==> src/rtl/program_counter_stack.sv <==
// Program counter with a LIFO return-address stack for the fetch stage.
// Supports increment, absolute load, signed relative branch, call/return and stall.
// Ports:
//   Clock          - system clock, rising-edge active
//   nReset         - asynchronous active-low reset
//   Stall          - hold all state, ignore other controls
//   LoadValue      - absolute target for LoadEnable and Call
//   LoadEnable     - absolute jump request
//   Offset         - signed relative branch offset
//   OffsetEnable   - relative branch request
//   Call           - push PC+1, jump to LoadValue
//   Return         - pop top of stack into PC
//   CounterValue   - current program counter (registered)
//   StackCount     - number of valid stack entries (registered)
//   StackOverflow  - sticky, Call while stack full
//   StackUnderflow - sticky, Return while stack empty
module program_counter_stack #(
  parameter int unsigned      WIDTH        = 16,
  parameter int unsigned      OFFSET_WIDTH = 9,
  parameter int unsigned      STACK_DEPTH  = 8,
  parameter logic [WIDTH-1:0] RESET_VALUE  = '0
) (
  input  logic                             Clock,
  input  logic                             nReset,
  input  logic                             Stall,
  input  logic [WIDTH-1:0]                 LoadValue,
  input  logic                             LoadEnable,
  input  logic [OFFSET_WIDTH-1:0]          Offset,
  input  logic                             OffsetEnable,
  input  logic                             Call,
  input  logic                             Return,
  output logic [WIDTH-1:0]                 CounterValue,
  output logic [$clog2(STACK_DEPTH):0]     StackCount,
  output logic                             StackOverflow,
  output logic                             StackUnderflow
);

  localparam int unsigned AW = $clog2(STACK_DEPTH);
  localparam int unsigned CW = AW + 1;

  logic [WIDTH-1:0] pc_q, pc_nxt;
  logic [CW-1:0]    cnt_q, cnt_nxt;
  logic             ovf_q, ovf_nxt;
  logic             unf_q, unf_nxt;
  logic             push_en;

  logic [WIDTH-1:0] stack_mem [STACK_DEPTH];

  logic [WIDTH-1:0] pc_inc;
  logic [WIDTH-1:0] offset_ext;
  logic [AW-1:0]    push_idx;
  logic [AW-1:0]    pop_idx;
  logic [WIDTH-1:0] stack_top;
  logic             stack_full;
  logic             stack_empty;

  // Datapath helpers; entry i holds the i-th pushed address, count points at next free slot
  always_comb begin
    pc_inc      = pc_q + WIDTH'(1);
    offset_ext  = WIDTH'($signed(Offset));
    push_idx    = AW'(cnt_q);
    pop_idx     = AW'(cnt_q - CW'(1));
    stack_top   = stack_mem[pop_idx];
    stack_full  = (cnt_q == CW'(STACK_DEPTH));
    stack_empty = (cnt_q == '0);
  end

  // Next-state selection, priority Return > Call > Load > Offset > increment
  always_comb begin
    pc_nxt  = pc_q;
    cnt_nxt = cnt_q;
    ovf_nxt = ovf_q;
    unf_nxt = unf_q;
    push_en = 1'b0;
    if (!Stall) begin
      if (Return) begin
        if (!stack_empty) begin
          pc_nxt  = stack_top;
          cnt_nxt = cnt_q - CW'(1);
        end else begin
          pc_nxt  = pc_inc;
          unf_nxt = 1'b1;
        end
      end else if (Call) begin
        pc_nxt = LoadValue;
        if (!stack_full) begin
          push_en = 1'b1;
          cnt_nxt = cnt_q + CW'(1);
        end else begin
          ovf_nxt = 1'b1;
        end
      end else if (LoadEnable) begin
        pc_nxt = LoadValue;
      end else if (OffsetEnable) begin
        pc_nxt = pc_q + offset_ext;
      end else begin
        pc_nxt = pc_inc;
      end
    end
  end

  // Control/status registers
  always_ff @(posedge Clock or negedge nReset) begin
    if (!nReset) begin
      pc_q  <= RESET_VALUE;
      cnt_q <= '0;
      ovf_q <= 1'b0;
      unf_q <= 1'b0;
    end else begin
      pc_q  <= pc_nxt;
      cnt_q <= cnt_nxt;
      ovf_q <= ovf_nxt;
      unf_q <= unf_nxt;
    end
  end

  // Stack storage; contents are don't-care after reset so it carries no reset
  always_ff @(posedge Clock) begin
    if (push_en) begin
      stack_mem[push_idx] <= pc_inc;
    end
  end

  assign CounterValue   = pc_q;
  assign StackCount     = cnt_q;
  assign StackOverflow  = ovf_q;
  assign StackUnderflow = unf_q;

endmodule

==> config.mk <==
export PLATFORM = sky130hd
export DESIGN_NAME = program_counter_stack
export DESIGN_NICKNAME = d
export VERILOG_FILES = /design/src/rtl/program_counter_stack.sv
export SDC_FILE = /design/constraint.sdc
export NUM_CORES = 1
export LEC_CHECK = 0
export BUFFER_PORTS_ARGS = -buffer_cell sky130_fd_sc_hd__buf_2
export CAP_MARGIN = 20
export CORE_UTILIZATION = 49
export DETAILED_ROUTE_END_ITERATION = 16
export PLACE_DENSITY = 0.71
export SLEW_MARGIN = 30
export SYNTH_ARGS = -nofsm -noshare
export SYNTH_HDL_FRONTEND = slang
export SYNTH_SLANG_ARGS = --single-unit
==> constraint.sdc <==
create_clock -name Clock -period 10.4 [get_ports Clock]
set_clock_uncertainty 0.2 [all_clocks]
set_input_delay 1.04 -clock Clock [delete_from_list [all_inputs] [get_ports Clock]]
set_output_delay 1.04 -clock Clock [all_outputs]
set_load 0.01 [all_outputs]
==> metrics.cfg, run 1 <==
[detailed_routing]
num_vias = 4890
drc_errors = 0
dr.pass1.iters = 5
drt-vias-per-instance = 6.392
drt_iter0_drc = 674
routed_wirelength_um = 17480
post_drt_wl_per_cell_um = 22.85
antenna_left = 0

[timing]
timing.final.crit_period_ns = 3.513
max_freq_ghz = 0.2847
period_share = 0.3378
tns_ns = 0
rsz0062_at_grt = no
fin_ws_ns = 6.887
hold_ws_ns = 0.2758
slew_violations = 0
worst_slew_margin_rel = 0.3934
worst_pin_slew_ns = 0.9034
finalHoldViolCount = 0
final-setup-viol-count = 0

[die]
ioPinCount = 54
initial_core_util = 0.5027
rows = 44
dieArea_um2 = 15460
die_y_um = 124.3
core_area_um2 = 14590
die_w_um = 124.3

[grt]
antenna_found_initial = 0
grt_max_degree = 38
first_global_vias = 4866
grt_overflow = 0
grt_pass1_wl_um = 27510
grt_usage = 0.2327

[logic_synthesis]
netlist_area_um2 = 7333
syn-instance-count = 508
ys_seq_elements = 150
yosys.area.top_type = edfxtp_1
synthTopCellsByArea = edfxtp_1 (52%), mux4_2 (8.9%), dfrtp_1 (7.5%)
yosysUniqueCellTypes = 58
yosys_warnings = 0
synth-main-ff-cell = edfxtp_1
syn_avg_cell_area_um2 = 14.44
synth_nets = 559
synthArstFlopShare = 0.1467
synth_edf_count = 128
yosysTopAreaCellShare = 0.5241
yosysSeqAreaShare = 0.5992

[layout]
final_cell_mix = edfxtp_1 (128), buf_2 (53), nand2_1 (32), mux4_2 (29)
n_antenna_cell = 0
final_common_cell = edfxtp_1
fill_cells = 1118
fin_area_um2 = 8457
nets = 619
drive_above_1_share = 0.2461
area_delta_synth_final_pct = 15.32
stdcell_count = 765

[worst_setup_path]
path_max_fanout = 37
critPathRequiredTime_ns = 10.49
crit_slowest_cell = buf_4
cp_common_cell = buf_4
critPathCaptureType = flip-flop
reg2reg_slack_ns = 6.89
cpPeakStageDelay_ns = 0.54
critPathArrivalTime_ns = 3.61
start_kind = flip-flop
crit_type = reg2reg
crit_chain = buf_4, inv_1, ha_1, buf_4, mux4_2, mux2_2, a222oi_1, o21ai_1, a211o_1

[run]
drv_cap = 0

[clock_network]
cts.path.max_buffers = 2
clkTransAtPathRegs_ns = 0.06
cts_tree = yes
cts-resized-gates = 0
cts_sinks = 150
cts_root_buf = clkbuf_16
clk_latency_ns = 0.41
ctsHoldBuffers = 0
numCtsBuffers = 17
cts-htree-levels = 4
postCtsSetupRepairBufs = 0

[power]
switching_share = 0.3547
seq_power_share = 0.345
p_switching_w = 0.0009246
p_int_w = 0.001682
powerDensity_nw_per_um2 = 308.2
leakage_nw = 3.021
power_frac_comb = 0.402
ir_worst_vdd_v = 0.0001401
power_frac_clock = 0.253

[run_status]
status = complete, no violations

[placement]
gp_congestion = 0.9533
place_area_um2 = 7821
dp_hpwl_um = 11380
pre_cts_ws_ns = 6.875
dp.cells = 733
port-buffer-count = 53

[worst_hold_path]
min_path_type = reg2reg

cell type report:
cell class,instances,area [µm²],area share
Multi-Input combinational cell,330,2829,0.3345
Inverter,5,18.77,0.002219
Clock inverter,13,202.7,0.02397
Timing Repair Buffer,64,347.8,0.04113
Clock buffer,19,432.9,0.05119
Tap cell,184,230.2,0.02722
Sequential cell,150,4395,0.5198
power groups by stage:
stage | logic (W) | clock network, W | registers, W
final | 0.00105 | 0.000660 | 0.000900
after detailed placement | 0.00103 | 0 | 0.000907
after CTS | 0.00104 | 0.000669 | 0.000895
after floorplan | 0.000744 | 0 | 0.000890
after global placement | 0.00101 | 0 | 0.000899
after global routing | 0.00113 | 0.000692 | 0.000908
state kept, by name, summed over array words and instances (netlist names):
| signal | flops |
|---|---|
| stack_mem | 128 |
| StackOverflow | 1 |
| CounterValue | 16 |
| StackCount | 4 |
| StackUnderflow | 1 |
routing by layer:
metal  share of wire  GRT usage
met5               0          0
met4           0.019    0.09072
met3           0.065    0.03308
met2            0.49     0.3796
met1            0.42     0.3165
final timing paths:
kind,start,endpoint,cells past startpoint
setup / recovery,StackCount[0],CounterValue[15],9
hold / removal,StackUnderflow,StackUnderflow,1
setup reg to reg,StackCount[0],CounterValue[15],9
hold reg to reg,StackUnderflow,StackUnderflow,1
max in group asynchronous,nReset,StackCount[0],1
min in group asynchronous,nReset,CounterValue[14],1
critical path, delay by kind of cell, from the launching register on:
kind / cells / cell delay, ns
buffers and inverters: 3 / 1.18
AOI/OAI and AO/OA: 3 / 0.67
muxes: 2 / 0.64
DFF: 1 / 0.34
adders and majority gates: 1 / 0.34
stage by stage:
| stage | utilization | total power, W |
|---|---|---|
| finish | 0.5797 | 0.002607 |
| global route | 0.5797 | 0.002729 |
| CTS | 0.5797 | 0.002603 |
| detailed placement | 0.5361 | 0.001934 |
| global placement | 0.5361 | 0.001906 |
| floorplan | - | 0.001635 |
cells in the mapped netlist, drive strengths merged (4+ instances only):
cell and number:
a211oi 5, a21o 4, a21oi 22, a221oi 4
a222oi 6, a22oi 4, and2 5, buf 8
clkbuf 15, dfrtp 22, edfxtp 128, ha 18
inv 5, mux2 13, mux2i 11, mux4 32
nand2 32, nand2b 6, nand3 15, nand4 8
nor2 22, nor3 10, nor3b 5, o211ai 8
o21a 4, o21ai 26, or2 4, xnor2 19
xor2 8
cell families after synthesis:
family	synth area share
adder cells (fa/ha/maj)	0.03344
buffers and inverters	0.01740
AO/OA/AOI/OAI	0.09470
flip-flops	0.5992
XOR/XNOR	0.03225
AND/OR/NAND/NOR	0.08821
multiplexers	0.1348
No activity file was read; power rests on OpenSTA's default activity.
==> run 2: changes to the inputs <==
==> constraint.sdc (replaced) <==
create_clock -name Clock -period 3.3 [get_ports Clock]
set_clock_uncertainty 0.2 [all_clocks]
set_input_delay 0.33 -clock Clock [delete_from_list [all_inputs] [get_ports Clock]]
set_output_delay 0.33 -clock Clock [all_outputs]
set_load 0.01 [all_outputs]
==> run 2 against run 1 <==
- combinational power rose to 3.2 times the previous value
- worst hold slack worse by 0.26 ns
- wire length down 0.11%
- cell count up 2.1%
- count of clock-buffer cells in the layout up 2
- largest cell class unchanged
- highest routed layer unchanged
==> metrics.cfg, run 2 (synthesis gave the netlist of run 1 again) <==
[power]
powerDensity_nw_per_um2 = 943.2
ir_worst_vdd_v = 0.0004535
leakage_nw = 3.046

[layout]
fin_area_um2 = 8521
final_cell_mix = edfxtp_1 (128), buf_2 (53), nand2_1 (32), mux4_2 (29), buf_4 (23)
area_delta_synth_final_pct = 16.19
ff_latch_area_um2 = 4395
nets = 635
multiInputGateArea_um2 = 2829
drive_above_1_share = 0.2596
final_common_cell = edfxtp_1
largest_reg_flops = 128
fill_cells = 1083
n_antenna_cell = 0
top_register = stack_mem

[grt]
grt_pass1_wl_um = 27520
antenna_found_initial = 0
first_global_vias = 4908
grt_usage = 0.2329
grt_overflow = 0
grt_max_degree = 25

[detailed_routing]
drt_iter0_drc = 560
antenna_left = 0
drc_errors = 0
num_vias = 4932
dr.pass1.iters = 7
routed_wirelength_um = 17460
post_drt_wl_per_cell_um = 22.35
drt-vias-per-instance = 6.315

[worst_setup_path]
critPathRequiredTime_ns = 3.38
reg2reg_from = StackCount[0]
path_max_fanout = 16
reg2reg_to = CounterValue[10]
crit_type = reg2reg
critPathCaptureType = flip-flop
start_kind = flip-flop
critPathArrivalTime_ns = 2.85
critPathLaunch = StackCount[0]
reg2reg_slack_ns = 0.53
reg2regPathDepth = 7

[worst_hold_path]
worstHoldStart = LoadValue[10]
hold-path-cell-count = 3
min_path_type = in2reg
hold_end = CounterValue[10]

[timing]
rsz0062_at_grt = no
finalHoldViolCount = 0
period_share = 0.8406
timing.final.crit_period_ns = 2.774
tns_ns = 0
final-setup-viol-count = 0
max_freq_ghz = 0.3605
worst_slew_margin_rel = 0.4232
worst_pin_slew_ns = 0.8590
slew_violations = 0
fin_ws_ns = 0.5262

[die]
die_w_um = 124.3
initial_core_util = 0.5027
rows = 44
core_area_um2 = 14590
ioPinCount = 54
dieArea_um2 = 15460
die_y_um = 124.3

[placement]
dp_hpwl_um = 11840
place_area_um2 = 7911
pre_cts_ws_ns = 0.5393
gp_congestion = 0.8636
port-buffer-count = 53

[clock_network]
cts_root_buf = clkbuf_16
cts_sinks = 150
cts-resized-gates = 0
clkTransAtPathRegs_ns = 0.06
cts_tree = yes
cts.path.max_buffers = 2
clk_latency_ns = 0.42
numCtsBuffers = 17
cts-htree-levels = 4

[run_status]
status = complete, no violations

[run]
drv_cap = 0

-- run 2: cell count changes in the layout (fill, tap and decap cells not counted) --
cell and delta:
clkinv_2 -1, clkinvlp_4 +5, inv_6 -2, buf_4 +12, clkinv_1 -2, bufinv_16 -3
clkinv_4 +1, dlygate4sd3_1 +4, clkbuf_1 +2
-- run 2: area by class of cell --
class | count | area share
clock buffers | 21 | 0.05169
clock inverters | 11 | 0.01512
inverters | 5 | 0.002203
multi-input cells | 330 | 0.3320
flip-flops and latches | 150 | 0.5159
well taps | 184 | 0.02702
repair buffers | 80 | 0.05609
-- run 2: worst max-delay path: stages, from the launching register on --
cell and delay [ns]:
dfrtp_2 0.51, inv_1 0.15, ha_1 0.38, buf_4 0.28, mux4_1 0.33, mux2_2 0.30, a222oi_1 0.33, o211ai_1 0.16
-- run 2: worst max-delay path by stage --
stage,slack (ns),end,cells past startpoint
floorplan,0.04,CounterValue[6],11
detailed placement,0.54,CounterValue[12],8
global route,0.32,CounterValue[15],7
global placement,0.57,CounterValue[13],8
finish,0.53,CounterValue[10],7
CTS,0.51,CounterValue[10],7
-- run 2: where the power goes --
group	internal, W	total, W	switching [W]
sequential	0.00253	0.00281	0.000275
clock	0.00111	0.00186	0.000746
combinational	0.00150	0.00337	0.00187
-- run 2: layer usage --
| layer | part of all wire | GRT usage | vias up |
|---|---|---|---|
| met5 | 0 | 0 | - |
| li1 | - | - | 2193 |
| met1 | 0.43 | 0.3259 | 2463 |
| met3 | 0.066 | 0.03351 | 33 |
| met4 | 0.022 | 0.08930 | 0 |
| met2 | 0.48 | 0.3705 | 243 |
-- run 2: stage by stage --
stage | power (W) | utilization | hold slack [ns] | instances
floorplan | 0.005156 | - | -0.1656 | 508
finish | 0.008037 | 0.5840 | 0.01564 | 781
global route | 0.008418 | 0.5840 | 0.008554 | 781
global placement | 0.006081 | 0.5423 | 0.1485 | 745
detailed placement | 0.006151 | 0.5423 | 0.1586 | 745
CTS | 0.008039 | 0.5840 | 0.001797 | 781
-- run 2: repair_timing --
action                    in CTS  in global routing
hold endpoints to repair      25                  0
hold buffers                   4                  0
setup buffers                  0                  0
